`src/rtl/alu_pkg.sv`:
```
// Shared definitions for the power ALU datapath: default width and the
// state encoding used by the serial adder.
package alu_pkg;

    localparam int ALU_WIDTH = 8;

    typedef enum logic [1:0] {
        IDLE = 2'd0,
        RUN  = 2'd1,
        DONE = 2'd2
    } adder_state_t;

endpackage

```
`src/rtl/serial_adder_if.sv`:
```
// Operand/result bundle for the serial adder, with the FSM state exposed
// for observation alongside the result.
interface serial_adder_if import alu_pkg::*; #(
    parameter int WIDTH = ALU_WIDTH
);

    // start is taken only while busy=0 (IDLE or DONE); sub/a/b/cin are
    // captured on that same edge. done pulses for exactly one cycle with
    // sum/cout/ovf valid, and those outputs hold until the next done.
    logic             start;
    logic             sub;
    logic [WIDTH-1:0] a;
    logic [WIDTH-1:0] b;
    logic             cin;
    logic             busy;
    logic             done;
    logic [WIDTH-1:0] sum;
    logic             cout;
    logic             ovf;
    adder_state_t     state;

    modport master (
        output start, sub, a, b, cin,
        input  busy, done, sum, cout, ovf, state
    );

    modport slave (
        input  start, sub, a, b, cin,
        output busy, done, sum, cout, ovf, state
    );

endinterface

```
`src/rtl/full_adder.sv`:
```
// One-bit full adder cell used as the building block of ripple chains.
module full_adder (
    output logic s,
    output logic cout,
    input  logic a,
    input  logic b,
    input  logic cin
);

    assign s    = a ^ b ^ cin;
    assign cout = (a & b) | (cin & (a ^ b));

endmodule

```
`src/rtl/serial_adder.sv`:
```
// Multi-cycle adder/subtractor: consumes DIGIT bits per clock through a
// short full_adder ripple chain, delivering the result after WIDTH/DIGIT cycles.
module serial_adder import alu_pkg::*; #(
    parameter int WIDTH = ALU_WIDTH,
    parameter int DIGIT = 1
) (
    input logic           clk,
    input logic           rst,
    serial_adder_if.slave bus
);

    localparam int N  = WIDTH / DIGIT;
    localparam int CW = $clog2(N) + 1;

    adder_state_t state_q, state_d;
    logic             load;
    logic             last;
    logic [WIDTH-1:0] a_sr, b_sr, res_sr, sum_q;
    logic             carry, cout_q, ovf_q;
    logic [CW-1:0]    cnt;
    logic [DIGIT-1:0] s;
    logic             chain_cout, msb_cin;
    logic [WIDTH+DIGIT-1:0] res_cat;

    // Each cell gets its own carry nets so the chain is not one self-feeding vector.
    for (genvar gi = 0; gi < DIGIT; gi++) begin : g_fa
        logic ci, co;
        if (gi == 0) begin : g_first
            assign ci = carry;
        end else begin : g_next
            assign ci = g_fa[gi-1].co;
        end
        full_adder u_fa (
            .s   (s[gi]),
            .cout(co),
            .a   (a_sr[gi]),
            .b   (b_sr[gi]),
            .cin (ci)
        );
    end

    assign chain_cout = g_fa[DIGIT-1].co;
    assign msb_cin    = g_fa[DIGIT-1].ci;
    assign res_cat    = {s, res_sr};
    assign last       = (cnt == CW'(N - 1));

    always_comb begin
        state_d = state_q;
        load    = 1'b0;
        case (state_q)
            IDLE: begin
                if (bus.start) begin
                    load    = 1'b1;
                    state_d = RUN;
                end
            end
            RUN: begin
                if (last) state_d = DONE;
            end
            DONE: begin
                // The DONE cycle doubles as a capture cycle for back-to-back work.
                if (bus.start) begin
                    load    = 1'b1;
                    state_d = RUN;
                end else begin
                    state_d = IDLE;
                end
            end
            default: state_d = IDLE;
        endcase
    end

    always_ff @(posedge clk or posedge rst) begin
        if (rst) state_q <= IDLE;
        else     state_q <= state_d;
    end

    always_ff @(posedge clk or posedge rst) begin
        if (rst) begin
            a_sr   <= '0;
            b_sr   <= '0;
            res_sr <= '0;
            carry  <= 1'b0;
            cnt    <= '0;
            sum_q  <= '0;
            cout_q <= 1'b0;
            ovf_q  <= 1'b0;
        end else if (load) begin
            a_sr  <= bus.a;
            b_sr  <= bus.sub ? ~bus.b : bus.b;
            carry <= bus.sub | bus.cin;
            cnt   <= '0;
        end else if (state_q == RUN) begin
            a_sr   <= a_sr >> DIGIT;
            b_sr   <= b_sr >> DIGIT;
            res_sr <= res_cat[WIDTH+DIGIT-1:DIGIT];
            carry  <= chain_cout;
            cnt    <= cnt + CW'(1);
            // Outputs update only on the final digit, so partial sums never show.
            if (last) begin
                sum_q  <= res_cat[WIDTH+DIGIT-1:DIGIT];
                cout_q <= chain_cout;
                ovf_q  <= msb_cin ^ chain_cout;
            end
        end
    end

    assign bus.busy  = (state_q == RUN);
    assign bus.done  = (state_q == DONE);
    assign bus.sum   = sum_q;
    assign bus.cout  = cout_q;
    assign bus.ovf   = ovf_q;
    assign bus.state = state_q;

endmodule
```
`src/flat_wrapper.sv`:
```
// flat-port wrapper written by rule: the top's interface ports become plain ports
module serial_adder_flat import alu_pkg::*;
#(
    parameter int WIDTH = ALU_WIDTH,
    parameter int DIGIT = 1
)
  (clk, rst, bus_start, bus_sub, bus_a, bus_b, bus_cin, bus_busy, bus_done, bus_sum, bus_cout, bus_ovf, bus_state);
  serial_adder_if #(.WIDTH(WIDTH)) bus_i ();
  input logic clk;
  input logic rst;
  input wire logic [$bits(bus_i.start)-1:0] bus_start;
  input wire logic [$bits(bus_i.sub)-1:0] bus_sub;
  input wire logic [$bits(bus_i.a)-1:0] bus_a;
  input wire logic [$bits(bus_i.b)-1:0] bus_b;
  input wire logic [$bits(bus_i.cin)-1:0] bus_cin;
  output wire logic [$bits(bus_i.busy)-1:0] bus_busy;
  output wire logic [$bits(bus_i.done)-1:0] bus_done;
  output wire logic [$bits(bus_i.sum)-1:0] bus_sum;
  output wire logic [$bits(bus_i.cout)-1:0] bus_cout;
  output wire logic [$bits(bus_i.ovf)-1:0] bus_ovf;
  output wire logic [$bits(bus_i.state)-1:0] bus_state;
  assign bus_i.start = bus_start;
  assign bus_i.sub = bus_sub;
  assign bus_i.a = bus_a;
  assign bus_i.b = bus_b;
  assign bus_i.cin = bus_cin;
  assign bus_busy = bus_i.busy;
  assign bus_done = bus_i.done;
  assign bus_sum = bus_i.sum;
  assign bus_cout = bus_i.cout;
  assign bus_ovf = bus_i.ovf;
  assign bus_state = bus_i.state;
  serial_adder #(.WIDTH(WIDTH), .DIGIT(DIGIT)) u_core (.clk(clk), .rst(rst), .bus(bus_i));
endmodule
```
`config.mk`:
```
export PLATFORM = sky130hd
export DESIGN_NAME = serial_adder_flat
export DESIGN_NICKNAME = d
export VERILOG_FILES = /design/src/rtl/alu_pkg.sv /design/src/rtl/serial_adder_if.sv /design/src/rtl/full_adder.sv /design/src/rtl/serial_adder.sv /design/src/flat_wrapper.sv
export SDC_FILE = /design/constraint.sdc
export NUM_CORES = 1
export LEC_CHECK = 0
export BUFFER_PORTS_ARGS = -buffer_cell sky130_fd_sc_hd__buf_2
export CAP_MARGIN = 0
export CORE_UTILIZATION = 40
export DETAILED_ROUTE_END_ITERATION = 10
export PLACE_DENSITY = 0.72
export SYNTH_ARGS = -nofsm -noshare
export SYNTH_HDL_FRONTEND = slang
export SYNTH_HIERARCHICAL = 1
export SYNTH_SLANG_ARGS = --single-unit
```
`constraint.sdc`:
```
create_clock -name clk -period 1.32 [get_ports clk]
set_input_delay 0.198 -clock clk [delete_from_list [all_inputs] [get_ports clk]]
set_output_delay 0.198 -clock clk [all_outputs]
set_load 0.05 [all_outputs]
```
# [Word-level counts from Yosys, hierarchy flattened]
# Cells that the tools add are included.
# Widths: inputs -> output; s select.
[classes] addsub=1 eq_ne=5 n_mux=15 bitwise=9 n_reduce_logical=6
[op_table] op="$mux 8" n=5
[op_table] op="$mux 4" n=2
[op_table] op="$not 8->8" n=1
[op_table] op="$pmux 2 s3" n=1
[op_table] op="$mux 1" n=5
[op_table] op="$add 4x1->4 const B" n=1
[op_table] op="$eq 4x3->1 const B" n=1
[op_table] op="$mux 2" n=2
[op_table] op="$reduce_and 2->1" n=2
[op_table] op="$reduce_and 3->1" n=1
[op_table] op="$xor 1x1->1" n=3
[op_table] op="$and 1x1->1" n=2
[op_table] op="$eq 2x1->1 const B" n=1
[op_table] op="$eq 2x2->1 const B" n=1
[op_table] op="$logic_not 2->1" n=1
[op_table] op="$ne 2x1->1 const B" n=1
[op_table] op="$ne 2x2->1 const B" n=1
[op_table] op="$or 1x1->1" n=2
[op_table] op="$reduce_bool 2->1" n=1
[op_table] op="$reduce_or 2->1" n=1
[op_table] op="$not 1->1" n=1
[word_totals] ff_bits=41 input_bits=21 out_inout_bits=14

# [Depth between registers and ports, before layout]
[depth] depth_word=5 depth_mapped=5

# [Hierarchy]
# Netlist, hierarchy kept.
[modules_own_cells] module="serial_adder" n_inst=1 cells_each=138 area_each_um2=1767.9 seq_area_each_um2=1001.0
[modules_own_cells] module="full_adder" n_inst=1 cells_each=1 area_each_um2=20.0 seq_area_each_um2=0.0

# [Least setup slack after synthesis]
# Ideal clock, no wire load.
[synth_path] path_type="register to register" startpoint="register u_core.state_q[0], in the netlist u_core/bus.state[0]" endpoint="register u_core.cout_q, in the netlist u_core/bus.cout" setup_time_ps=125 arrival_ps=1655 setup_slack_ps=-460 path_stages_with_launch=6 cell_sequence="dfrtp_1 > nor2b_2 > buf_6 > nor3b_4 > buf_6 > mux2_2"
[synth_between] elab_chain_cells=5 elab_cells_between_ends=7
[synth_rtl] element="from (decl)" line="serial_adder.sv:15" source="adder_state_t state_q, state_d;"
[synth_rtl] element="from (signal assigned)" line="serial_adder.sv:75" source="else state_q <= state_d;"
[synth_rtl] element="$eq 2x2->1 / $logic_not 2->1 (equally long branches)" line="serial_adder.sv:50" source="case (state_q)"
[synth_rtl] element="$reduce_or 2->1 (no line)"
[synth_rtl] element="$mux 1"
[synth_rtl] element="$not 1->1 (no line)"
[synth_rtl] element="$reduce_and 3->1 (no line) *"
[synth_rtl] element="to (signal assigned)" line="serial_adder.sv:102" source="cout_q <= chain_cout;"
[synth_rtl] element="to (decl)" line="serial_adder.sv:19" source="logic carry, cout_q, ovf_q;"
# Every way passes the cells marked *; elsewhere a longest branch is shown, timed or not.
# A chain may end at the register's enable or synchronous reset.

# [Worst setup path in the final report]
[layout_path] startpoint="register u_core.state_q[1], in the netlist u_core/bus.state[1]" endpoint="register u_core.cout_q, in the netlist u_core/bus.cout"
# Same word-level chain as after synthesis.

==> results by group <==
Min path
  • HP Class: in2async

Power
  • Clk pwr share: 0.151
  • Total chip power: 6.61 mW
  • Combinational share of power: 0.523
  • Part of the power in registers: 0.327
  • Internal: 4.08 mW
  • PD cells: 2760 nW/um^2
  • Sw frac: 0.383
  • Pleak: 1.19 nW
  • Sw Pwr: 2.53 mW
  • Max IR drop VDD: 804 uV

Global routing
  • First-pass GRT wire length: 5600 um
  • Largest net degree at the start of global routing: 41
  • Antenna violations before repair: 0
  • Vias in the first global route: 1170
  • All-layer global routing usage: 0.170
  • GR Overflow Total: 0

Placed design
  • RD Place Congestion: 0.772
  • Hpwl dp: 2360 um
  • Number of port buffers: 34
  • Pre-CTS setup slack: -158 ps

Clocking
  • CTS Sinks: 40
  • H-Tree Depth: 2
  • Hold buffers post-CTS: 0
  • Clock Pin Slew Worst Setup and Hold Paths: 80 ps
  • Bufs on Longest Clock Path: 2
  • Clk_lat worst skew: 300 ps
  • Root Buffer: clkbuf_8
  • CTS tree: done
  • Num CTS Buffers: 5

Finish
  • Share of layout cells above drive strength 1: 0.487
  • Final Core Density: 0.579
  • Area grow syn2layout: 34.2%
  • Final nets: 215
  • N_diodes: 0

Drt
  • Starting DRC count in detailed routing: 53
  • Router iterations before antenna repair: 6
  • Total wire length: 3450 um
  • Remaining DRCs: 0
  • Via count: 1186
  • Via/cell ratio: 4.88
  • WL per Instance: 14.2 um
  • ANT nets after route: 0

STA
  • Final hold slack: 8.90 ps
  • Rel. slew slack: 0.667
  • Hold Fails Final Rpt: 0
  • Final Slew Violations: 0
  • FMAX: 689 MHz
  • Least-Margin Pin Slew: 500 ps
  • Unrepaired setup endpoints after global routing: yes
  • Clock skew: 5.56 ps
  • PnR worst setup slack: -131 ps
  • Final setup fails: 19
  • Fin crit share: 1.10
  • Post-layout minimum cycle time: 1450 ps

Logic synthesis
  • Adder-Cell Fraction of Synth Area: 0.0182
  • Main combinational cell family by area after synthesis: multiplexers
  • Multiplexer share of the synthesized area: 0.181
  • Simple-gate share of the synthesized area: 0.0693
  • Post-synthesis average cell area: 12.9 sq um
  • Synth Area in Compound Gates: 0.0917
  • Sequential share of the synthesized area: 0.560
  • Post-Synth XOR/XNOR Area: 0.0441
  • FF+latch count, synth: 40
  • Mapped Nets: 162
  • Cell variety after synth: 25
  • Synth Cell Area: 1790 sq um
  • Synth warn: 6
  • Mapped Cells: 139

Setup path
  • Startpoint Class: register
  • Crit path kind: reg2reg
  • Worst path cell trace: nor2b_4 -> nor3b_4 -> buf_12 -> mux2_2
  • Worst path slowest cell: dfrtp_2
  • Critical path endpoint category: register
  • CP Max Fanout: 11
  • CP arrival: 1640 ps
  • CP peak stage delay: 430 ps
  • Worst Path Required: 1510 ps

Status
  • Status: finished, violations left
  • Failing checks: setup timing

Floorplan
  • Die Ht: 68.9 um
  • Core Region: 4140 sq um
  • Cell Rows: 23
  • Die width: 68.9 um
  • Die Area: 4740 sq um
  • I/O pin total: 35
  • Starting density of the core: 0.431

Flow run
  • Max Cap Viol: 0
cells in the mapped netlist:
cell | n | share of area
a21o_1 | 5 | 0.021
a21oi_1 | 1 | 0.0028
a221o_1 | 1 | 0.0056
a22o_1 | 7 | 0.034
and2b_1 | 1 | 0.0042
buf_2 | 3 | 0.0084
buf_4 | 2 | 0.0084
buf_6 | 2 | 0.013
clkbuf_1 | 2 | 0.0042
dfrtp_1 | 40 | 0.56
fa_1 | 1 | 0.011
ha_1 | 1 | 0.0070
inv_1 | 1 | 0.0021
mux2_2 | 19 | 0.12
mux2i_1 | 11 | 0.062
nand2_1 | 15 | 0.031
nand2b_1 | 1 | 0.0035
nand4_1 | 1 | 0.0035
nor2_1 | 2 | 0.0042
nor2_2 | 1 | 0.0035
nor2b_1 | 1 | 0.0035
nor2b_2 | 1 | 0.0049
nor3b_4 | 1 | 0.010
o21ai_0 | 10 | 0.028
xor2_1 | 9 | 0.044
registers in the layout, summed over array words and instances, names as in the netlist:
| register | flops |
|---|---|
| u_core/carry | 1 |
| u_core/res_sr | 7 |
| u_core/cnt | 4 |
| u_core/bus.sum | 8 |
| u_core/bus.cout | 1 |
| u_core/b_sr | 8 |
| u_core/bus.ovf | 1 |
| u_core/bus.state | 2 |
| u_core/a_sr | 8 |
metrics by stage:
| step | area [sq um] | TNS [ps] | instances |
|---|---|---|---|
| floorplan | 1800 | -5860 | 139 |
| global placement | 2150 | -1090 | 231 |
| detailed placement | 2150 | -1620 | 231 |
| CTS | 2360 | -1290 | 243 |
| global route | 2400 | -2530 | 243 |
| finish | 2400 | -1370 | 243 |
critical path: cells and delay by family, from the launching register on:
| family | cells | cell delay [ps] |
|---|---|---|
| mux | 1 | 340 |
| flops | 1 | 430 |
| buf+inv | 1 | 160 |
| simple gates | 2 | 410 |
power groups by stage:
stage               Clock (mW)  Combinational, mW  Sequential [mW]
floorplan                    0               1.55             2.69
global placement             0               2.89             2.12
detailed placement           0               3.00             2.17
CTS                       1.03               3.35             2.16
global route              1.09               3.70             2.23
finish                   0.995               3.46             2.16
cell families after synthesis:
logic type / after synthesis
xor gates and xnor gates: 9
and+or+nand+nor: 24
adders and majority gates: 2
muxes: 30
DFF: 40
AOI/OAI and AO/OA: 24
buffers and inverters: 10
layer usage:
metal	GRT usage	routed length, um
met5	0	0
met1	0.218	1520
met3	0.0510	174
met2	0.260	1690
met4	0.0842	68
layout make-up:
type | count | area, sq um
Sequential cell | 40 | 1000
Clock inverter | 3 | 42.5
Multi-Input combinational cell | 90 | 772
Inverter | 1 | 3.75
Fill cell | 372 | 1740
Timing Repair Buffer | 54 | 447
Clock buffer | 5 | 68.8
Tap cell | 50 | 62.6
worst paths after layout:
check	from	endpoint	slack, ps	depth (start not counted)
max in group asynchronous	rst	u_core/bus.state[0]	950	3
max reg2reg	u_core/bus.state[1]	u_core/bus.cout	-130	4
min reg2reg	u_core/a_sr[4]	u_core/a_sr[4]	480	1
min	rst	u_core/bus.cout	9	3
min in group clk	bus_a[6]	u_core/a_sr[6]	110	3
max	u_core/bus.state[1]	u_core/bus.cout	-130	4
timing repair:
item | in CTS | in global routing
cloned | 0 | 1
buffers inserted | 4 | 2
pin swaps | 3 | 3
setup endpoints to repair | 23 | 36
resized for setup | 22 | 17
placed cells by master (no fill, tap or decap), types with 2 or more instances in the layout:
cell | netlist | layout
dfrtp_2 | 0 | 2
mux2_2 | 19 | 17
xor2_1 | 9 | 9
mux2_4 | 0 | 2
a22o_1 | 7 | 7
buf_12 | 0 | 7
buf_4 | 2 | 8
nor2_1 | 2 | 2
dfrtp_1 | 40 | 38
nand2_1 | 15 | 14
clkbuf_8 | 0 | 5
mux2i_1 | 11 | 10
nor2b_4 | 0 | 2
o21ai_1 | 0 | 9
buf_6 | 2 | 5
a21o_1 | 5 | 5
buf_2 | 3 | 32
buf_8 | 0 | 2
(Power assumes the default switching activity.)
